===== config.mk =====
export PLATFORM = sky130hd
export DESIGN_NAME = parity_tx
export DESIGN_NICKNAME = d
export VERILOG_FILES = /design/src/rtl/parity_pkg.sv /design/src/rtl/parity_frame.sv /design/src/rtl/parity_tx.sv
export SDC_FILE = /design/constraint.sdc
export NUM_CORES = 1
export LEC_CHECK = 0
export CAP_MARGIN = 20
export CORE_UTILIZATION = 30
export DETAILED_ROUTE_END_ITERATION = 8
export DONT_BUFFER_PORTS = 1
export GPL_TIMING_DRIVEN = 0
export PLACE_DENSITY_LB_ADDON = 0.12
export SYNTH_ARGS = -nofsm -noshare
export SYNTH_HDL_FRONTEND = slang
export SYNTH_HIERARCHICAL = 1
export SYNTH_SLANG_ARGS = --single-unit

===== constraint.sdc =====
create_clock -name clk -period 3.78 [get_ports clk]
set_input_delay 0.756 -clock clk [delete_from_list [all_inputs] [get_ports clk]]
set_output_delay 0.756 -clock clk [all_outputs]
set_load 0.05 [all_outputs]

===== src/rtl/parity_pkg.sv =====
// Shared parity definitions for the transmit framer and the receive-side checker.
// Both ends import this package, so they agree on parity sense and frame layout.
package parity_pkg;

  // Default payload width and the framed width it produces (payload + parity).
  localparam int DEFAULT_DATA_WIDTH = 32;
  localparam int FRAME_WIDTH        = DEFAULT_DATA_WIDTH + 1;

  // Widest payload calc_parity accepts. Narrower payloads are zero-extended,
  // and zero-extension leaves the XOR reduction unchanged.
  localparam int MAX_DATA_WIDTH = 256;

  // Skid-buffer occupancy states.
  typedef enum logic [1:0] {
    EMPTY = 2'd0,
    ONE   = 2'd1,
    TWO   = 2'd2
  } state_e;

  // Parity bit that makes the framed word's ones-count even (0) or odd (1).
  function automatic logic calc_parity(input logic [MAX_DATA_WIDTH-1:0] data,
                                       input logic                      even_odd);
    return (^data) ^ even_odd;
  endfunction

endpackage


===== src/rtl/parity_frame.sv =====
// Combinational framer: computes the parity bit of a payload and places it at
// bit 0 or at the top bit of the framed word.
module parity_frame
  import parity_pkg::*;
#(
  parameter int DATA_WIDTH = DEFAULT_DATA_WIDTH,
  parameter bit EVEN_ODD   = 1'b0,
  parameter bit PARITY_BIT = 1'b0
) (
  input  logic [DATA_WIDTH-1:0] data_i,
  input  logic                  corrupt_i,
  output logic [DATA_WIDTH:0]   frame_o
);

  logic parity;

  // corrupt_i inverts the computed parity so the receiver discards the word.
  assign parity = calc_parity(MAX_DATA_WIDTH'(data_i), EVEN_ODD) ^ corrupt_i;

  // Place the parity bit at the selected end of the frame.
  generate
    if (PARITY_BIT) begin : g_parity_top
      assign frame_o = {parity, data_i};
    end else begin : g_parity_bottom
      assign frame_o = {data_i, parity};
    end
  endgenerate

endmodule


===== src/rtl/parity_tx.sv =====
// Transmit-side parity framer. Frames producer words with a parity bit and
// hands them to the FIFO through a 2-entry skid buffer, so outputs are
// registered and one word per cycle is sustained under a continuous grant.
module parity_tx
  import parity_pkg::*;
#(
  parameter int DATA_WIDTH = DEFAULT_DATA_WIDTH,
  parameter bit EVEN_ODD   = 1'b0,
  parameter bit PARITY_BIT = 1'b0,
  parameter int CNT_WIDTH  = 16
) (
  input  logic                  clk,
  input  logic                  rst,
  input  logic [DATA_WIDTH-1:0] data_i,
  input  logic                  valid_i,
  input  logic                  corrupt_i,
  output logic                  grant_o,
  output logic [DATA_WIDTH:0]   data_o,
  output logic                  valid_o,
  input  logic                  grant_i,
  output logic [CNT_WIDTH-1:0]  tx_count_o,
  output logic [CNT_WIDTH-1:0]  err_count_o
);

  localparam logic [1:0] S_EMPTY = EMPTY;
  localparam logic [1:0] S_ONE   = ONE;
  localparam logic [1:0] S_TWO   = TWO;

  logic [1:0]           state_q,   state_d;
  logic [DATA_WIDTH:0]  out_q,     out_d;
  logic [DATA_WIDTH:0]  skid_q,    skid_d;
  logic [CNT_WIDTH-1:0] tx_cnt_q,  tx_cnt_d;
  logic [CNT_WIDTH-1:0] err_cnt_q, err_cnt_d;
  logic [DATA_WIDTH:0]  framed;
  logic                 accept;
  logic                 pop;

  parity_frame #(
    .DATA_WIDTH (DATA_WIDTH),
    .EVEN_ODD   (EVEN_ODD),
    .PARITY_BIT (PARITY_BIT)
  ) u_frame (
    .data_i    (data_i),
    .corrupt_i (corrupt_i),
    .frame_o   (framed)
  );

  // Handshake flags are decoded from registered state only; grant is held low during reset.
  assign valid_o = (state_q != S_EMPTY);
  assign grant_o = (state_q != S_TWO) & ~rst;
  assign data_o  = out_q;
  assign accept  = valid_i & grant_o;
  assign pop     = valid_o & grant_i;

  // Skid-buffer next state: OUT always holds the oldest word, SKID the second one.
  always_comb begin
    // NOTE: every variable gets a default first so no path leaves it unassigned and no latch is inferred.
    state_d = state_q;
    out_d   = out_q;
    skid_d  = skid_q;
    case (state_q)
      S_EMPTY: begin
        if (accept) begin
          out_d   = framed;
          state_d = S_ONE;
        end
      end
      S_ONE: begin
        if (accept && pop) begin
          out_d = framed;
        end else if (accept) begin
          skid_d  = framed;
          state_d = S_TWO;
        end else if (pop) begin
          state_d = S_EMPTY;
        end
      end
      S_TWO: begin
        if (pop) begin
          out_d   = skid_q;
          state_d = S_ONE;
        end
      end
      default: state_d = S_EMPTY;
    endcase
  end

  // Status counters wrap naturally at 2^CNT_WIDTH.
  always_comb begin
    tx_cnt_d  = tx_cnt_q  + (pop ? CNT_WIDTH'(1) : '0);
    err_cnt_d = err_cnt_q + ((accept && corrupt_i) ? CNT_WIDTH'(1) : '0);
  end

  // State, data and counter registers; reset discards any buffered words.
  always_ff @(posedge clk or posedge rst) begin
    if (rst) begin
      state_q   <= S_EMPTY;
      out_q     <= '0;
      skid_q    <= '0;
      tx_cnt_q  <= '0;
      err_cnt_q <= '0;
    end else begin
      // NOTE: non-blocking assignments let every register sample the pre-edge values together.
      state_q   <= state_d;
      out_q     <= out_d;
      skid_q    <= skid_d;
      tx_cnt_q  <= tx_cnt_d;
      err_cnt_q <= err_cnt_d;
    end
  end

  assign tx_count_o  = tx_cnt_q;
  assign err_count_o = err_cnt_q;

endmodule


==> key figures, run 1 <==
Final layout
  • Cell area after layout: 5734 um^2
  • Final std cells w/o fill: roughly 600
  • Ant diodes: 0
  • Layout cells sized above 1: between 30 and 40%
  • Area occupied by multi-input gates: 2192 um^2
  • Register area: 2502 um^2
  • P&R area growth vs syn: 12.36%
  • NumNets Final: 430
  • Fill count: 1,664

Logic synthesis
  • Synthesized net count: 418
  • Post-synthesis area per instance: 13.54 um^2
  • #FFs+latches synth: 100
  • Ys async rst share: 100.0%
  • Gate Count Post-Synth: 377
  • Synth unique cells: 33
  • Sequential-to-total area share from yosys stat: roughly half
  • Post-synth top flop: dfrtp_1
  • YS warnings: 6
  • Syn Std Cell Area: around 5100 um^2
  • Post-synth EDFFs: 0

Drt
  • DRC: 0
  • Via Count: 2,744
  • DRT antenna net count: 0
  • Via-per-instance ratio: 4.476
  • Drt wl/cell: about 17 um
  • First-pass DRT Iterations: 2
  • Detailed Route WL: 10,540 um
  • Iteration-0 DRC count of the detailed router: about 50

Power
  • P_leak: 2.504 nW
  • Clock Power Share: 26.7%
  • Pwr Total: around 0.0039 W
  • Switching Share: a little under two fifths
  • Combinational share of power: 17.7%
  • Internal: about 0.0024 W
  • Pwr dens: 674.4 nW/um^2
  • Sequential Power Share: 55.6%
  • Psw: 0.001452 W
  • Peak supply drop: 274.4 uV

Place
  • Post-Place Cell Area: 5409 um^2
  • I/O Buffers: 0
  • Post-detail-place hpwl: 7260 um
  • Routability Congestion: 0.7784
  • # placed instances: 598

Worst setup path
  • Critical path class: flip-flop to output pin
  • R2r startpoint: state_q[1]$_DFFE_PP0P_
  • Crit-path most repeated cell: buf_6
  • Worst setup SP type: flip-flop
  • Crit Reg-Reg Endpoint: err_count_o[14]$_DFF_PP0_
  • Critical path data required time: 3.02 ns
  • Worst-case reg-to-reg path depth: 10
  • Data arrival, critical path: 1.97 ns
  • CP Capture Type: output pin
  • CP top delay family: simple AND/OR/NAND/NOR gates
  • CP max stage cell: nor2_1
  • Critical path peak fanout: 10
  • Setup slack, reg-to-reg: 1.30 ns
  • Buf/Inv on CP: 3
  • Crit-path cells: buf_6 > nor2b_1 > buf_6 > buf_6 > nor2_1
  • Crit path largest cell delay: 0.67 ns
  • CP startpoint: state_q[1]$_DFFE_PP0P_

STA
  • Worst-Margin Slew: ~0.87 ns
  • Relative slew margins: 41.47%
  • Setup TNS: 0 ns
  • RSZ-0062 raised after global routing: false
  • Fin. max-slew vios: 0
  • Tmin final: 2.725 ns
  • Fin crit share: between 70% and 80%
  • Setup Viol. Count Final: 0
  • Hold Fails Final Rpt: 0
  • Clock skew: 0.006664 ns
  • Fin Hold WS: a little under 0.4 ns
  • F_max: 366.9 MHz

Global routing
  • Remaining global-route overflow: 0
  • GRT Util Overall: around 13%
  • Pin count of the biggest net entering global routing: 53
  • Initial antenna violation count: 0
  • First-pass GRT wire length: 16,930 um
  • Vias in the first global route: 2,924

Floorplan
  • DIE AREA: roughly 18,000 um^2
  • IO Pins: 104
  • Site row count: 47
  • Die width: 132.4 um
  • Die height: 132.4 um
  • Initial core utilization: 30.78%
  • Core box area: roughly 17,000 um^2

Clock tree
  • H-Tree Depth: 3
  • Setup bufs post-CTS: 0
  • CTS Buf Count: 9
  • CTS root buffer: clkbuf_16
  • CTS tree: yes
  • Max Root-Sink Buffers: 2
  • Hold_buf cts: 0
  • # clock sinks: 100
  • Clock transition at the registers of the reported paths: 0.07 ns
  • Post-CTS sizing: 0
  • Worst skew pair latency: approximately 0.35 ns

Min path
  • HP Class: input pin to async pin

Run
  • Max cap viols: 0

Outcome
  • Status: completed
==> worst max-delay path by stage <==
stage	end	slack, ns	cells after the start
6_report	grant_o	1.05	5
5_1_grt	grant_o	0.99	5
4_1_cts	grant_o	1.02	5
3_5_place_dp	data_o[0]$_DFFE_PP0P_	1.08	8
3_3_place_gp	skid_q[21]$_DFFE_PP0P_	-1.04	1
2_1_floorplan	data_o[0]$_DFFE_PP0P_	0.41	1
==> flip-flops by register name (all words and copies together), names as in the netlist <==
signal,cells
skid_q,33
state_q,2
err_count_o,16
tx_count_o,16
data_o,33
==> cell usage after synthesis (2+ instances only) <==
cell type,number,area (um^2)
dfrtp_1,100,2502
mux2_2,64,720.7
xnor2_1,40,350.3
buf_4,33,247.7
mux2_4,27,405.4
xor2_1,18,157.7
buf_6,12,135.1
nand3_1,11,55.05
nand4_1,10,62.56
mux2_1,9,101.4
nand2_1,6,22.52
nor2_1,6,22.52
nor4_1,6,37.54
inv_1,5,18.77
ha_1,4,50.05
nor3_1,4,20.02
and4_1,3,26.28
and2_1,2,12.51
clkbuf_1,2,7.510
or3_1,2,12.51
==> cells by family after synthesis <==
logic type / synth area share [%]
multiplexers: 24.25
flip-flops: 49.03
XOR/XNOR: 10.39
AND/OR/NAND/NOR: 6.644
buffers and inverters: 8.017
adder cells (fa/ha/maj): 0.9807
AO/OA/AOI/OAI: 0.6866
==> routing by layer <==
layer  share of wire, %  wire, um  vias to the layer above  GRT usage, %
li1                   -         -                     1301             -
met1                 46      4806                     1353         16.65
met2                 44      4637                       78         18.48
met3                8.6       904                       12         4.751
met4                1.8       192                        0         5.747
met5                  0         0                        -             0
==> placed cells by master, fill, tap and decap left out, types with 4 or more instances in the layout <==
cell type and count:
buf_4 33, mux2_2 64, inv_1 4, nor2_1 6
nor4_1 6, dfrtp_1 100, nand3_1 11, xnor2_1 40
buf_6 12, clkbuf_16 9, nor3_1 4, ha_1 4
nand4_1 10, mux2_1 9, xor2_1 18, nand2_1 6
mux2_4 27
==> power by group through the flow <==
stage               clock network [W]  logic, W  registers [W]
floorplan                           0  0.000607        0.00210
global placement                    0  0.000679        0.00217
detailed placement                  0  0.000701        0.00218
CTS                           0.00107  0.000706        0.00216
global route                  0.00111  0.000762        0.00220
finish                        0.00103  0.000686        0.00215
==> area by class of cell <==
cell class	instances	area share [%]
Clock inverter	4	1.266
Clock buffer	11	4.408
Inverter	5	0.3709
Buffer	47	6.808
Timing Repair Buffer	1	0.4800
Sequential cell	100	43.64
Tap cell	220	4.800
Multi-Input combinational cell	225	38.23
==> metrics by stage <==
step / setup slack (ns) / util, %
final: 1.055 / 34.58
after global routing: 0.9907 / 34.58
after CTS: 1.023 / 34.58
after detailed placement: 1.080 / 32.62
after global placement: -1.039 / 32.44
after floorplan: 0.4052 / -
No activity file was read; power rests on OpenSTA's default activity.
==> run 2, diff against run 1 <==
==> constraint.sdc (replaced) <==
create_clock -name clk -period 2.5 [get_ports clk]
set_input_delay 0.5 -clock clk [delete_from_list [all_inputs] [get_ports clk]]
set_output_delay 0.5 -clock clk [all_outputs]
set_load 0.05 [all_outputs]
==> run 2 against run 1 <==
Compared with the run above:
- non-clock buffer count grew 1
- clock skew grew 0.0025 ns
- core utilization is the same
- flip-flop and latch count is the same
- highest routed layer unchanged
- die area is the same
- combinational power grew 52%
- hold slack lost 0.25 ns
==> key figures, run 2 (same netlist as run 1, synthesis figures left out) <==
Clock tree
  • Setup bufs post-CTS: 0 (unchanged)
  • CTS root buffer: clkbuf_16
  • CTS Buf Count: 9 (unchanged)
  • Hold_buf cts: 0 (unchanged)
  • Clock transition at the registers of the reported paths: 0.07 ns (about the same)
  • Worst skew pair latency: 0.34 ns (about the same)
  • # clock sinks: 100 (unchanged)
  • H-Tree Depth: 3 (unchanged)
  • Max Root-Sink Buffers: 2 (unchanged)
  • CTS tree: yes

Floorplan
  • Site row count: 47 (unchanged)
  • Initial core utilization: 30.78% (unchanged)
  • DIE AREA: 17,540 um^2 (unchanged)
  • Die height: 132.4 um (unchanged)
  • IO Pins: 104 (unchanged)
  • Die width: 132.4 um (unchanged)
  • Core box area: 16,580 um^2 (unchanged)

STA
  • Setup TNS: 0 ns (unchanged)
  • Fin crit share: 91.94%
  • Final WS setup: 0.2016 ns (-0.8531 ns)
  • Setup Viol. Count Final: 0 (unchanged)
  • RSZ-0062 raised after global routing: false
  • F_max: 435.1 MHz
  • Hold Fails Final Rpt: 0 (unchanged)
  • Fin. max-slew vios: 0 (unchanged)
  • Worst-Margin Slew: 0.7399 ns (-0.1348 ns)
  • Clock skew: 0.009150 ns (+0.002486 ns)
  • Tmin final: 2.298 ns
  • Relative slew margins: 50.57% (+9.1 points)

Place
  • # placed instances: 599 (+0.17%)
  • Worst slack, placed: -0.04096 ns (-1.121 ns)
  • Post-Place Cell Area: 5423 um^2 (+0.25%)
  • Post-detail-place hpwl: 7403 um (+2.0%)
  • Routability Congestion: 0.7535 (-3.2%)
  • I/O Buffers: 0 (unchanged)

Global routing
  • Initial antenna violation count: 0 (unchanged)
  • GR Util met3: 4.904% (+0.15 points)
  • GR Util met2: 20.23% (+1.8 points)
  • Vias in the first global route: 3,017 (+3.2%)
  • Grt met1 use: 15.96% (-0.70 points)
  • Pin count of the biggest net entering global routing: 37 (-30%)
  • GR peak layer: met2
  • First-pass GRT wire length: 17,130 um (+1.1%)
  • Remaining global-route overflow: 0 (unchanged)
  • GRT Util Overall: 12.95% (+0.26 points)

Final layout
  • Most frequent cells in the layout: dfrtp_1, mux2_2, xnor2_1
  • P&R area growth vs syn: 12.36% (unchanged)
  • Cell area after layout: 5734 um^2 (unchanged)
  • Layout cells sized above 1: 41.27% (+1.3 points)
  • Final std cells w/o fill: 615 (+0.33%)
  • Fill count: 1,672 (+0.48%)
  • Commonest non-fill, non-tap cell in the layout: dfrtp_1
  • Final Core Density: 34.58% (unchanged)
  • NumNets Final: 431 (+0.23%)
  • Ant diodes: 0 (unchanged)

Drt
  • Via-per-instance ratio: 4.460 (-0.36%)
  • Iteration-0 DRC count of the detailed router: 71 (+39%)
  • DRC: 0 (unchanged)
  • Drt wl/cell: 16.85 um (-2.0%)
  • DRT antenna net count: 0 (unchanged)
  • Detailed Route WL: 10,360 um (-1.7%)
  • First-pass DRT Iterations: 4 (+2)
  • Via Count: 2,743 (-0.036%)

Power
  • Sequential Power Share: 57.1% (+1.5 points)
  • Switching Share: 38.47% (+0.91 points)
  • Psw: 0.002188 W (+51%)
  • Peak supply drop: 357.7 uV (+30%)
  • Clock Power Share: 24.5% (-2.2 points)
  • P_leak: 2.494 nW (-0.40%)
  • Internal: 0.003500 W (+45%)
  • Combinational share of power: 18.3% (+0.6 points)
  • Pwr dens: 992.0 nW/um^2 (+47%)

Worst setup path
  • Data arrival, critical path: 2.55 ns (+0.58 ns)
  • CP max stage cell: dfrtp_1
  • CP top delay family: simple AND/OR/NAND/NOR gates
  • CP Capture Type: flip-flop
  • Critical path class: flip-flop to flip-flop
  • Worst setup SP type: flip-flop
  • Crit path largest cell delay: 0.37 ns (-0.30 ns)
  • Crit-path most repeated cell: buf_6
  • Crit-path cells: buf_6 > nor2b_1 > buf_6 > buf_6 > nor3b_1 > ha_1 > ha_1 > nand3_2 > nor4_1 > xor2_1
  • Critical path peak fanout: 10 (unchanged)
  • Buf/Inv on CP: 3 (unchanged)
  • Critical path data required time: 2.75 ns (-0.27 ns)

Run
  • Max cap viols: 0 (unchanged)

Min path
  • HP Class: input pin to async pin

Outcome
  • Status: completed
-- run 2: cell count changes in the layout (fill, tap and decap cells not counted), sizes merged --
| cell | change |
|---|---|
| bufinv | -1 |
| clkinv | +3 |
| clkbuf | -2 |
| clkinvlp | +1 |
| buf | +1 |
-- run 2: area by class of cell --
class	count	area, um^2	share of cell area (%)
sequential	100	2502	43.64
multi-input combinational	225	2212	38.58
buffer	47	390.4	6.808
tap	220	275.3	4.800
clock buffer	9	225.2	3.928
clock inverter	7	66.31	1.156
timing repair buffer	2	40.04	0.6982
inverter	5	22.52	0.3928
-- run 2: worst paths after layout --
| kind | startpoint | end | slack (ns) | cells after the start |
|---|---|---|---|---|
| max | state_q[1]$_DFFE_PP0P_ | err_count_o[12]$_DFF_PP0_ | 0.20 | 10 |
| min | rst | err_count_o[10]$_DFF_PP0_ | 0.15 | 1 |
| max reg2reg | state_q[1]$_DFFE_PP0P_ | err_count_o[12]$_DFF_PP0_ | 0.20 | 10 |
| min reg2reg | skid_q[29]$_DFFE_PP0P_ | skid_q[29]$_DFFE_PP0P_ | 0.49 | 1 |
| max in group asynchronous | rst | skid_q[11]$_DFFE_PP0P_ | 1.48 | 3 |
| min in group clk | grant_i | state_q[1]$_DFFE_PP0P_ | 0.35 | 2 |
-- run 2: through the flow --
step                hold slack [ns]  total power (W)
floorplan                    0.4522         0.004095
global placement             0.4617         0.004309
detailed placement           0.4720         0.004352
CTS                          0.1527         0.005803
global route                 0.1938         0.006021
finish                       0.1467         0.005688
-- run 2: what timing repair did --
item                                    CTS  global route
endpoints found under the setup margin    1             4
gates resized for setup                   1             3
pin swaps                                 0             1
-- run 2: per-layer routing --
metal | vias to the layer above | wire, um
met5 | - | 0
met4 | 0 | 159
met3 | 10 | 858
met2 | 75 | 4810
met1 | 1361 | 4535
li1 | 1297 | -
-- run 2: power by group through the flow --
stage	combinational (W)	sequential, W	clock (W)
finish	0.00104	0.00325	0.00140
global route	0.00117	0.00333	0.00153
CTS	0.00107	0.00326	0.00148
detailed placement	0.00106	0.00329	0
global placement	0.00103	0.00328	0
floorplan	0.000918	0.00318	0
==> run 3, diff against run 2 <==
--- a/config.mk
+++ b/config.mk
@@ -7,6 +7,7 @@
 export LEC_CHECK = 0
 export CAP_MARGIN = 20
 export CORE_UTILIZATION = 30
+export CTS_BUF_LIST = sky130_fd_sc_hd__clkbuf_4 sky130_fd_sc_hd__clkbuf_8
 export DETAILED_ROUTE_END_ITERATION = 8
 export DONT_BUFFER_PORTS = 1
 export GPL_TIMING_DRIVEN = 0
==> run 3 against run 2 <==
Compared with the run above:
- clock skew grew 0.0053 ns
- critical path depth is the same
- setup slack gained 0.012 ns
- routed wire length grew 0.39%
- die area is the same
- first-iteration DRC count grew 4.2%
- count of clock-buffer cells in the layout is the same
- largest power group unchanged
==> key figures, run 3 (same netlist as run 1, synthesis figures left out) <==
Power
  • Peak supply drop: 357.5 uV (about the same)
  • P_leak: 2.448 nW (-1.8%)
  • Pwr dens: 945.5 nW/um^2 (-4.7%)

Drt
  • DRC: 0 (unchanged)
  • Via-per-instance ratio: 4.439 (-0.47%)
  • Detailed Route WL: 10,400 um (+0.39%)
  • Drt wl/cell: 16.92 um (+0.39%)
  • Via Count: 2,730 (-0.47%)
  • First-pass DRT Iterations: 4 (unchanged)
  • DRT antenna net count: 0 (unchanged)
  • Iteration-0 DRC count of the detailed router: 74 (+4.2%)

Floorplan
  • Core box area: 16,580 um^2 (unchanged)
  • Die width: 132.4 um (unchanged)
  • IO Pins: 104 (unchanged)
  • Site row count: 47 (unchanged)
  • DIE AREA: 17,540 um^2 (unchanged)
  • Die height: 132.4 um (unchanged)
  • Initial core utilization: 30.78% (unchanged)

Clock tree
  • Hold_buf cts: 0 (unchanged)
  • CTS tree: yes
  • # clock sinks: 100 (unchanged)
  • CTS Buf Count: 9 (unchanged)
  • H-Tree Depth: 3 (unchanged)
  • Worst skew pair latency: 0.37 ns (+0.03 ns)
  • Max Root-Sink Buffers: 2 (unchanged)
  • CTS root buffer: clkbuf_8
  • Setup bufs post-CTS: 0 (unchanged)
  • Clock transition at the registers of the reported paths: 0.11 ns (+0.04 ns)

STA
  • Worst-Margin Slew: 0.7424 ns (+0.002431 ns)
  • Fin crit share: 91.44% (-0.49 points)
  • Hold Fails Final Rpt: 0 (unchanged)
  • F_max: 437.4 MHz (+0.54%)
  • RSZ-0062 raised after global routing: true
  • Final WS setup: 0.2139 ns (+0.01231 ns)
  • Setup Viol. Count Final: 0 (unchanged)
  • Fin. max-slew vios: 0 (unchanged)
  • Relative slew margins: 50.41% (-0.16 points)
  • Clock skew: 0.01444 ns (+0.005293 ns)
  • Tmin final: 2.286 ns (-0.01231 ns)

Place
  • Post-detail-place hpwl: 7403 um (unchanged)
  • I/O Buffers: 0 (unchanged)
  • Post-Place Cell Area: 5423 um^2 (unchanged)
  • Routability Congestion: 0.7535 (unchanged)
  • Worst slack, placed: -0.04096 ns (unchanged)

Min path
  • HP Class: input pin to async pin

Global routing
  • First-pass GRT wire length: 17,090 um (-0.20%)
  • Remaining global-route overflow: 0 (unchanged)
  • Pin count of the biggest net entering global routing: 37 (unchanged)
  • Vias in the first global route: 3,012 (-0.17%)
  • GRT Util Overall: 12.90% (-0.050 points)
  • Initial antenna violation count: 0 (unchanged)

Worst setup path
  • Crit-path cells: buf_6 > nor2b_1 > buf_6 > buf_6 > nor3b_1 > ha_1 > ha_1 > nand3_2 > nor4_2 > xor2_1
  • Data arrival, critical path: 2.57 ns (+0.02 ns)
  • R2r startpoint: state_q[1]$_DFFE_PP0P_
  • Critical path data required time: 2.78 ns (+0.03 ns)
  • CP top delay family: simple AND/OR/NAND/NOR gates
  • Worst setup SP type: flip-flop
  • CP max stage cell: dfrtp_1
  • Critical path peak fanout: 10 (unchanged)
  • Crit path largest cell delay: 0.38 ns (about the same)
  • WP depth: 10 (unchanged)
  • Critical path class: flip-flop to flip-flop
  • Crit Reg-Reg Endpoint: err_count_o[12]$_DFF_PP0_
  • Setup slack, reg-to-reg: 0.21 ns (about the same)
  • CP Capture Type: flip-flop
  • Crit-path most repeated cell: buf_6
  • Worst-case reg-to-reg path depth: 10 (unchanged)
  • Buf/Inv on CP: 3 (unchanged)

Final layout
  • Commonest non-fill, non-tap cell in the layout: dfrtp_1
  • P&R area growth vs syn: 10.59%
  • Ant diodes: 0 (unchanged)
  • NumNets Final: 431 (unchanged)
  • Layout cells sized above 1: 41.77% (+0.51 points)
  • Area occupied by multi-input gates: 2223 um^2 (+0.51%)
  • Register area: 2502 um^2 (unchanged)
  • Fill count: 1,680 (+0.48%)
  • Final Core Density: 34.04% (-0.54 points)
  • Cell area after layout: 5644 um^2 (-1.6%)
  • Most frequent cells in the layout: dfrtp_1, mux2_2, xnor2_1

Run
  • Max cap viols: 0 (unchanged)

Outcome
  • Status: completed
[run 3: cell type report]
type	instances	share of cell area (%)
Clock buffer	9	2.195
Inverter	5	0.3990
Clock inverter	7	1.175
Timing Repair Buffer	2	0.7094
Tap cell	220	4.877
Buffer	47	6.916
Sequential cell	100	44.34
Multi-Input combinational cell	225	39.39
[run 3: worst register-to-register path, delay by kind of cell (launching register included)]
kind	cells	cell delay [ns]
flip-flops	1	0.38
AND/OR/NAND/NOR	4	0.72
adder cells (fa/ha/maj)	2	0.46
XOR/XNOR	1	0.18
buffers and inverters	3	0.45
[run 3: repair_timing]
action,4_1_cts,5_1_grt
setup endpoints to repair,1,4
pin swaps,0,1
gates resized for setup,1,5
[run 3: worst max-delay path by stage]
| stage | slack, ns | start | end |
|---|---|---|---|
| after detailed placement | -0.04 | data_i[31] | data_o[0]$_DFFE_PP0P_ |
| after CTS | 0.05 | state_q[1]$_DFFE_PP0P_ | err_count_o[14]$_DFF_PP0_ |
| after global placement | -0.05 | data_i[31] | data_o[0]$_DFFE_PP0P_ |
| after global routing | -0.0002 | state_q[1]$_DFFE_PP0P_ | err_count_o[15]$_DFF_PP0_ |
| after floorplan | 0.29 | data_i[31] | data_o[0]$_DFFE_PP0P_ |
| final | 0.21 | state_q[1]$_DFFE_PP0P_ | err_count_o[12]$_DFF_PP0_ |
[run 3: through the flow]
step	hold WS, ns	setup TNS (ns)	total power (W)	cells
6_report	0.1106	0	0.005337	615
3_5_place_dp	0.4720	-0.04096	0.004352	599
2_1_floorplan	0.4522	0	0.004095	377
5_1_grt	0.1431	-0.0002403	0.005658	615
3_3_place_gp	0.4617	-0.04598	0.004309	597
4_1_cts	0.1020	0	0.005446	615
[run 3: layer usage]
metal / share of wire [%] / global-route usage (%) / up-vias
met1: 44 / 15.88 / 1355
met3: 8.3 / 4.904 / 10
met4: 1.5 / 5.364 / 0
met5: 0 / 0 / -
li1: - / - / 1291
met2: 47 / 20.23 / 74
[run 3: power breakdown]
| part | internal [W] | total, W | switching (W) |
|---|---|---|---|
| clock | 0.000460 | 0.00105 | 0.000587 |
| sequential | 0.00205 | 0.00325 | 0.00120 |
| combinational | 0.000674 | 0.00104 | 0.000369 |
